[src/rtl/spwm_cfg_loader.sv]
// spwm_cfg_loader: pulls SPWM configuration frames byte by byte from a FIFO,
// stages each channel record, reduces the carrier phase modulo TRI_PERIOD
// and then commits the masked channels in one cycle.
// Optional trailing checksum byte: define SPWM_CFG_CKSUM_EN.

module spwm_cfg_ch #(
    parameter int CYCLE_W = 16,
    parameter int PHASE_W = 10,
    parameter int TRI_W   = 6
) (
    input  logic               clk,
    input  logic               reset,
    input  logic               ld,
    input  logic [CYCLE_W-1:0] cyc_d,
    input  logic [PHASE_W-1:0] sin_d,
    input  logic [TRI_W-1:0]   tri_d,
    output logic [CYCLE_W-1:0] cyc_q,
    output logic [PHASE_W-1:0] sin_q,
    output logic [TRI_W-1:0]   tri_q
);
    // Committed channel registers: move only on this channel's commit strobe
    always_ff @(posedge clk) begin
        if (reset) begin
            cyc_q <= '0;
            sin_q <= '0;
            tri_q <= '0;
        end else if (ld) begin
            cyc_q <= cyc_d;
            sin_q <= sin_d;
            tri_q <= tri_d;
        end
    end
endmodule

module spwm_cfg_loader #(
    parameter int N_CH       = 3,
    parameter int CYCLE_W    = 16,
    parameter int PHASE_W    = 10,
    parameter int TRI_PERIOD = 50,
    parameter int TIMEOUT    = 1024,
    localparam int TRI_W     = $clog2(TRI_PERIOD)
) (
    input  logic                      clk,
    input  logic                      reset,
    input  logic [7:0]                rdfifo_data,
    input  logic                      rdfifo_empty,
    output logic                      rdfifo_req,
    output logic [N_CH*CYCLE_W-1:0]   cycle_o,
    output logic [N_CH*PHASE_W-1:0]   phase_sin_o,
    output logic [N_CH*TRI_W-1:0]     phase_tri_o,
    output logic [N_CH-1:0]           ch_en_o,
    output logic                      refresh,
    output logic                      frame_err,
    output logic                      busy
);
    localparam int CB     = (CYCLE_W + 7) / 8;
    localparam int PB     = (PHASE_W + 7) / 8;
    localparam int REC_N  = CB + PB;
    localparam int BODY_N = 1 + N_CH * REC_N;    // mask + channel records
`ifdef SPWM_CFG_CKSUM_EN
    localparam int REQ_N  = BODY_N + 1;
`else
    localparam int REQ_N  = BODY_N;
`endif
    localparam int TO_W   = $clog2(TIMEOUT + 1);
    localparam logic [7:0] HDR_BYTE = 8'hA5;

    typedef enum logic [2:0] {IDLE, HDR, BODY, CKSUM, REDUCE, COMMIT} state_t;

    state_t             state_q, state_d;
    logic               rd_vld;              // a requested byte is on rdfifo_data
    logic [6:0]         req_cnt;             // body bytes requested so far
    logic [6:0]         rx_cnt;              // body bytes received so far
    logic [TO_W-1:0]    to_cnt;
    logic [3:0]         ch_idx;
    logic [2:0]         off;
    logic [N_CH-1:0]    mask_q;
    logic [CYCLE_W-1:0] stg_cyc [N_CH];
    logic [PHASE_W-1:0] stg_ph  [N_CH];
    logic [PHASE_W-1:0] stg_tri [N_CH];      // working copy reduced in REDUCE
`ifdef SPWM_CFG_CKSUM_EN
    logic [7:0]         sum_q;
`endif

    logic       reading, hdr_hit, last_body, to_hit, cksum_bad, red_hit, commit;
    logic [3:0] red_idx;

    assign reading   = (state_q == HDR) || (state_q == BODY) || (state_q == CKSUM);
    assign hdr_hit   = (state_q == HDR) && rd_vld && (rdfifo_data == HDR_BYTE);
    assign last_body = (state_q == BODY) && rd_vld && (rx_cnt == 7'(BODY_N - 1));
    assign to_hit    = reading && rdfifo_empty && !rd_vld && (to_cnt == TO_W'(TIMEOUT - 1));
    assign commit    = (state_q == COMMIT);
`ifdef SPWM_CFG_CKSUM_EN
    assign cksum_bad = (state_q == CKSUM) && rd_vld && (rdfifo_data != sum_q);
`else
    assign cksum_bad = 1'b0;
`endif

    // Lowest-index staged phase still at or above the carrier period
    always_comb begin
        red_hit = 1'b0;
        red_idx = '0;
        for (int i = N_CH - 1; i >= 0; i--) begin
            if (int'(stg_tri[i]) >= TRI_PERIOD) begin
                red_hit = 1'b1;
                red_idx = 4'(i);
            end
        end
    end

    // State register
    always_ff @(posedge clk) begin
        if (reset) state_q <= IDLE;
        else       state_q <= state_d;
    end

    // Next state and strobes; in HDR reads run ahead because the byte
    // after a header is always the mask, so no byte is ever over-read
    always_comb begin
        state_d    = state_q;
        rdfifo_req = 1'b0;
        refresh    = 1'b0;
        frame_err  = 1'b0;
        busy       = (state_q != IDLE);
        case (state_q)
            IDLE: begin
                if (!rdfifo_empty) state_d = HDR;
            end
            HDR: begin
                rdfifo_req = !rdfifo_empty;
                if (to_hit) begin
                    frame_err = 1'b1;
                    state_d   = IDLE;
                end else if (hdr_hit) begin
                    state_d = BODY;
                end
            end
            BODY: begin
                rdfifo_req = !rdfifo_empty && (req_cnt < 7'(REQ_N));
                if (to_hit) begin
                    frame_err = 1'b1;
                    state_d   = IDLE;
                end else if (last_body) begin
`ifdef SPWM_CFG_CKSUM_EN
                    state_d = CKSUM;
`else
                    state_d = REDUCE;
`endif
                end
            end
            CKSUM: begin
                rdfifo_req = !rdfifo_empty && (req_cnt < 7'(REQ_N));
                if (to_hit || cksum_bad) begin
                    frame_err = 1'b1;
                    state_d   = IDLE;
                end else if (rd_vld) begin
                    state_d = REDUCE;
                end
            end
            REDUCE: begin
                if (!red_hit) state_d = COMMIT;
            end
            COMMIT: begin
                refresh = 1'b1;
                state_d = IDLE;
            end
            default: state_d = IDLE;
        endcase
    end

    // Byte capture, staging, timeout and modulo reduction
    always_ff @(posedge clk) begin
        if (reset) begin
            rd_vld  <= 1'b0;
            req_cnt <= '0;
            rx_cnt  <= '0;
            to_cnt  <= '0;
            ch_idx  <= '0;
            off     <= '0;
            mask_q  <= '0;
            ch_en_o <= '0;
`ifdef SPWM_CFG_CKSUM_EN
            sum_q   <= '0;
`endif
            for (int i = 0; i < N_CH; i++) begin
                stg_cyc[i] <= '0;
                stg_ph[i]  <= '0;
                stg_tri[i] <= '0;
            end
        end else begin
            rd_vld <= rdfifo_req;
            if (!reading || rd_vld || !rdfifo_empty) to_cnt <= '0;
            else                                     to_cnt <= to_cnt + TO_W'(1);
            case (state_q)
                HDR: begin
                    // the request issued alongside the header is the mask byte
                    req_cnt <= (hdr_hit && rdfifo_req) ? 7'd1 : 7'd0;
                    rx_cnt  <= '0;
                    ch_idx  <= '0;
                    off     <= '0;
                    mask_q  <= '0;
`ifdef SPWM_CFG_CKSUM_EN
                    sum_q   <= '0;
`endif
                end
                BODY: begin
                    if (rdfifo_req) req_cnt <= req_cnt + 7'd1;
                    if (rd_vld) begin
                        rx_cnt <= rx_cnt + 7'd1;
`ifdef SPWM_CFG_CKSUM_EN
                        sum_q  <= sum_q + rdfifo_data;
`endif
                        if (rx_cnt == 7'd0) begin
                            mask_q <= rdfifo_data[N_CH-1:0];
                        end else begin
                            // MSB-first shift; truncation drops excess high bits
                            for (int i = 0; i < N_CH; i++) begin
                                if (ch_idx == 4'(i)) begin
                                    if (int'(off) < CB) begin
                                        stg_cyc[i] <= CYCLE_W'({stg_cyc[i], rdfifo_data});
                                    end else begin
                                        stg_ph[i]  <= PHASE_W'({stg_ph[i], rdfifo_data});
                                        stg_tri[i] <= PHASE_W'({stg_ph[i], rdfifo_data});
                                    end
                                end
                            end
                            if (off == 3'(REC_N - 1)) begin
                                off    <= '0;
                                ch_idx <= ch_idx + 4'd1;
                            end else begin
                                off <= off + 3'd1;
                            end
                        end
                    end
                end
                CKSUM: begin
                    if (rdfifo_req) req_cnt <= req_cnt + 7'd1;
                end
                REDUCE: begin
                    for (int i = 0; i < N_CH; i++) begin
                        if (red_hit && red_idx == 4'(i))
                            stg_tri[i] <= stg_tri[i] - PHASE_W'(TRI_PERIOD);
                    end
                end
                COMMIT: begin
                    ch_en_o <= mask_q;
                end
                default: ;
            endcase
            // an aborted frame leaves nothing committable behind
            if (frame_err) mask_q <= '0;
        end
    end

    // Per-channel committed registers
    for (genvar g = 0; g < N_CH; g++) begin : g_ch
        logic [TRI_W-1:0] tri_d;
        assign tri_d = TRI_W'(stg_tri[g]);
        spwm_cfg_ch #(
            .CYCLE_W (CYCLE_W),
            .PHASE_W (PHASE_W),
            .TRI_W   (TRI_W)
        ) u_ch (
            .clk   (clk),
            .reset (reset),
            .ld    (commit && mask_q[g]),
            .cyc_d (stg_cyc[g]),
            .sin_d (stg_ph[g]),
            .tri_d (tri_d),
            .cyc_q (cycle_o[g*CYCLE_W +: CYCLE_W]),
            .sin_q (phase_sin_o[g*PHASE_W +: PHASE_W]),
            .tri_q (phase_tri_o[g*TRI_W +: TRI_W])
        );
    end
endmodule
[config.mk]
export PLATFORM = sky130hd
export DESIGN_NAME = spwm_cfg_loader
export DESIGN_NICKNAME = d
export VERILOG_FILES = /design/src/rtl/spwm_cfg_loader.sv
export SDC_FILE = /design/constraint.sdc
export NUM_CORES = 1
export LEC_CHECK = 0
export ABC_AREA = 1
export ABC_CLOCK_PERIOD_IN_PS = 2400
export CAP_MARGIN = 20
export CORE_UTILIZATION = 50
export DETAILED_ROUTE_END_ITERATION = 12
export PLACE_DENSITY = 0.75
export SLEW_MARGIN = 20
export SYNTH_ARGS = -nofsm -noshare
export SYNTH_HDL_FRONTEND = slang
export SYNTH_HIERARCHICAL = 1
export SYNTH_SLANG_ARGS = --single-unit
[constraint.sdc]
create_clock -name clk -period 2.4 [get_ports clk]
set_input_delay 0.36 -clock clk [delete_from_list [all_inputs] [get_ports clk]]
set_output_delay 0.36 -clock clk [all_outputs]
set_load 0.01 [all_outputs]
==> PnR_summary.wiki <==
{| class="wikitable"
! Metric !! Value
|-
| Pin count of the biggest net entering global routing || 65
|-
| Rel. slew slack || 65.37%
|-
| TNS Setup || 0 ns
|-
| Total count of hold-check failures in the final report || 0
|-
| Number of instances in the synthesized netlist || 1281
|-
| Clock skew after layout || 0.01796 ns
|-
| Stage delay of the slowest cell on the critical path || 0.54 ns
|-
| Count of buffers from port buffering || 113
|-
| Seq cells post-synth || 246
|-
| Synthesized area || 10630 sq um
|-
| Post-placement cell area || 11980 sq um
|-
| Fraction of layout instances using a drive strength above 1 || 6.892%
|-
| Critical hold path startpoint || to_cnt[0]
|-
| Cell Chain, Critical Path || inv_1 -> nor3_1 -> buf_4 -> clkdlybuf4s50_1
|-
| Register-to-register setup slack || 0.21 ns
|-
| Required @ worst endpoint || 2.04 ns
|-
| Yosys warnings || 6
|-
| Clock network power share || 40.1%
|-
| Depth of the CTS H-tree || 1
|-
| Final Cell Area || 12830 sq um
|-
| Library cell used as clock root buffer || sky130_fd_sc_hd__clkbuf_16
|-
| Postcts setup bufs || 0
|-
| Cell-internal power || 7.218 mW
|-
| Area occupied by multi-input gates || 3496 sq um
|-
| Class of the most critical setup path || flop to output pin
|-
| Fill cell total of the finished layout || 1755
|-
| Count of pins on the block boundary || 114
|-
| Number of nets produced by synthesis || 1304
|-
| Top Family by Delay on Critical Path || buffers and inverters
|-
| CP max stage cell || sky130_fd_sc_hd__clkdlybuf4s50_1
|-
| Power density relative to cell area || 753.7 nW/um^2
|-
| Number of nets with antenna violations after detailed routing || 0
|-
| Number of nets in the final layout || 1428
|-
| Highest fanout seen on the critical path || 5
|-
| Antenna violations before repair || 0
|-
| Type of the worst min-delay path || flop to flop
|-
| Clk sinks || 246
|-
| Avg Cell Area, Syn || 8.301 sq um
|-
| Area delta synth->final || 20.66%
|-
| Post-layout minimum cycle time || 2.252 ns
|-
| Chip height || 147.8 um
|-
| Floorplan die area || 21860 sq um
|-
| Vias in the first global route || 7803
|-
| Drt total wl || 22720 um
|-
| Clock input transition at the sequential cells of the worst setup and hold paths || 0.06 ns
|-
| Basic-gate share of the synthesized area counting and, or, nand and nor cells || 25.44%
|-
| Total instance count after detailed placement || 1648
|-
| Total iterations of the first detailed-routing run || 5
|-
| Period utilisation layout || 93.85%
|-
| Launch point of the worst path || state_q[0]
|-
| DR DRC count || 0
|-
| Vias per std cell || 4.807
|-
| Drt first-iter violations || 491
|-
| CTS buffer count || 25
|-
| Seq/Total Area, Yosys || 56.48%
|-
| Number of buffer and inverter instances along the worst setup path || 3
|-
| Largest family of logic cells by synthesized area || simple AND/OR/NAND/NOR gates
|-
| Peak supply drop || 816.2 uV
|-
| Finished Layout Cells || 1692
|-
| Clock network latency to the later pin of the worst-skew pair || 0.52 ns
|-
| Switching part of the total || 25.37%
|-
| Post-synth top flop || sky130_fd_sc_hd__dfxtp_1
|-
| Share of the synthesized area in compound gates (AO/OA/AOI/OAI) || 4.306%
|-
| CTS hold repair buffers || 0
|-
| Hold depth || 1
|-
| Asr flop ratio synth || 0%
|-
| Placeable core region || 20560 sq um
|-
| CP Launch Type || flop
|-
| MaxCap Viol Count || 0
|-
| Critical R2R Launch || rx_cnt[0]
|-
| End of the worst register-to-register path || stg_cyc[0][27]
|-
| Arrival time reported for the critical path endpoint || 1.89 ns
|-
| Combinational share of power || 11.9%
|-
| Highest Clock Rate || 444.0 MHz
|-
| Final number of setup-violating endpoints || 0
|-
| Global-route wire length before repair || 36720 um
|-
| Horizontal die dimension || 147.8 um
|-
| Worst-case hold slack || 0.4532 ns
|-
| Global Route Usage Sum || 20.84%
|-
| Number of distinct library cell variants in the gate-level netlist after synthesis || 38
|-
| Number of cell instances on the worst register-to-register path || 12
|-
| Post-synthesis xor/xnor area fraction || 1.483%
|-
| Sequential share of power || 48.0%
|-
| Rows || 52
|-
| ANT cells || 0
|-
| Status || finished, final reports clean
|-
| FF+latch area || 6007 sq um
|-
| Final Wtd Congestion || 0.8775
|-
| LEAKAGE || 5.501 nW
|-
| Setup repair after global routing missed its margin || no
|-
| Overall power after layout || 9.671 mW
|-
| Clock tree from TritonCTS || yes
|-
| Switch Pwr || 2.454 mW
|-
| Adder-cell area share of the yosys netlist || 1.412%
|-
| Total global routing overflow || 0
|-
| Count of pins over their slew limit || 0
|-
| Worst-margin pin slew || 0.5180 ns
|-
| Initial standard-cell utilization of the core || 51.72%
|-
| Hold endpoint || to_cnt[0]
|-
| Via Count || 8134
|-
| Post-synthesis mux area share || 0%
|-
| Capturing element type of the critical path || output pin
|-
| Clock buffer depth || 3
|-
| Total half-perimeter wirelength after legalization and detailed placement || 16170 um
|-
| Final routed wire length divided by cell count || 13.43 um
|-
| Number of enable-type register cells in the synthesized netlist || 108
|}
[cell usage after synthesis (3+ instances only)]
| cell | number | share of area, % |
|---|---|---|
| sky130_fd_sc_hd__nand2_1 | 311 | 11 |
| sky130_fd_sc_hd__nor2_1 | 289 | 10 |
| sky130_fd_sc_hd__inv_1 | 212 | 7.5 |
| sky130_fd_sc_hd__dfxtp_1 | 138 | 26 |
| sky130_fd_sc_hd__edfxtp_1 | 108 | 30 |
| sky130_fd_sc_hd__a21oi_1 | 32 | 1.5 |
| sky130_fd_sc_hd__nand3_1 | 28 | 1.3 |
| sky130_fd_sc_hd__o21ai_0 | 27 | 1.3 |
| sky130_fd_sc_hd__buf_6 | 25 | 2.6 |
| sky130_fd_sc_hd__nor3_1 | 16 | 0.75 |
| sky130_fd_sc_hd__ha_1 | 12 | 1.4 |
| sky130_fd_sc_hd__buf_2 | 10 | 0.47 |
| sky130_fd_sc_hd__xor2_1 | 10 | 0.82 |
| sky130_fd_sc_hd__nand4_1 | 8 | 0.47 |
| sky130_fd_sc_hd__o21ai_2 | 8 | 0.66 |
| sky130_fd_sc_hd__xnor2_1 | 8 | 0.66 |
| sky130_fd_sc_hd__nand2_4 | 5 | 0.53 |
| sky130_fd_sc_hd__clkbuf_1 | 4 | 0.14 |
| sky130_fd_sc_hd__nand3_2 | 3 | 0.28 |
[kinds of logic (layout without fill, tap and decap cells)]
kind of cell,after synthesis,after routing
and+or+nand+nor,672,672
buffers and inverters,254,395
DFF,246,246
AOI/OAI and AO/OA,79,79
xor gates and xnor gates,18,18
adders and majority gates,12,12
[timing repair]
item / 4_1_cts / 5_1_grt
endpoints found under the setup margin: 2 / 22
pin swaps: 1 / 0
resized for setup: 4 / 6
[routing by layer]
layer / share of wire, % / GRT usage, % / vias up
li1: - / - / 4167
met1: 41 / 24.38 / 3662
met2: 50 / 38.07 / 244
met3: 5.2 / 2.778 / 61
met4: 3.6 / 9.021 / 0
met5: 0 / 0 / -
[power by group through the flow]
stage | combinational, mW | clock (mW) | sequential (mW)
floorplan | 0.827 | 0 | 4.69
global placement | 1.10 | 0 | 4.72
detailed placement | 1.12 | 0 | 4.73
CTS | 1.14 | 3.95 | 4.64
global route | 1.31 | 4.12 | 4.66
finish | 1.15 | 3.88 | 4.64
[metrics by stage]
stage	setup slack [ns]	utilization (%)
6_report	0.1476	62.41
3_3_place_gp	0.06390	58.26
3_5_place_dp	-0.005849	58.26
4_1_cts	0.03509	62.28
5_1_grt	0.01267	62.41
2_1_floorplan	0.03431	-
[final cells by class]
cell class	count	share of cell area [%]
clock buffer	32	5.314
inverter	214	6.280
clock inverter	12	1.092
multi-input combinational	781	27.25
sequential	246	46.82
timing repair buffer	137	10.62
tap	270	2.633
[state kept, by name, indices dropped and copies added, names as in the netlist]
register,cells
g_ch.u_ch/cyc_q,48
stg_cyc,48
g_ch.u_ch/sin_q,30
stg_ph,30
stg_tri,30
g_ch.u_ch/tri_q,18
to_cnt,11
req_cnt,7
rx_cnt,7
ch_idx,4
ch_en_o,3
mask_q,3
off,3
state_q,3
rd_vld,1
[placed cells by master, fill, tap and decap left out, types with 8 or more instances in the layout]
master	synthesis	final
sky130_fd_sc_hd__edfxtp_1	108	108
sky130_fd_sc_hd__nor2_1	289	288
sky130_fd_sc_hd__a21oi_1	32	32
sky130_fd_sc_hd__nor3_1	16	15
sky130_fd_sc_hd__nand2_1	311	310
sky130_fd_sc_hd__clkdlybuf4s50_1	0	111
sky130_fd_sc_hd__inv_1	212	208
sky130_fd_sc_hd__nand4_1	8	8
sky130_fd_sc_hd__o21ai_0	27	26
sky130_fd_sc_hd__clkbuf_16	0	25
sky130_fd_sc_hd__dfxtp_1	138	137
sky130_fd_sc_hd__o21ai_2	8	8
sky130_fd_sc_hd__ha_1	12	12
sky130_fd_sc_hd__nand3_1	28	28
sky130_fd_sc_hd__xor2_1	10	10
sky130_fd_sc_hd__xnor2_1	8	8
sky130_fd_sc_hd__buf_4	1	20
[worst max-delay path by stage]
stage,to,slack (ns),cells past startpoint
global placement,stg_cyc[0][26],0.06,7
CTS,rdfifo_req,0.04,8
global route,stg_cyc[0][10],0.01,12
floorplan,stg_tri[0][21],0.03,5
detailed placement,stg_cyc[0][31],-0.006,7
finish,refresh,0.15,4
Note: power is estimated with default switching activity, not from simulation.
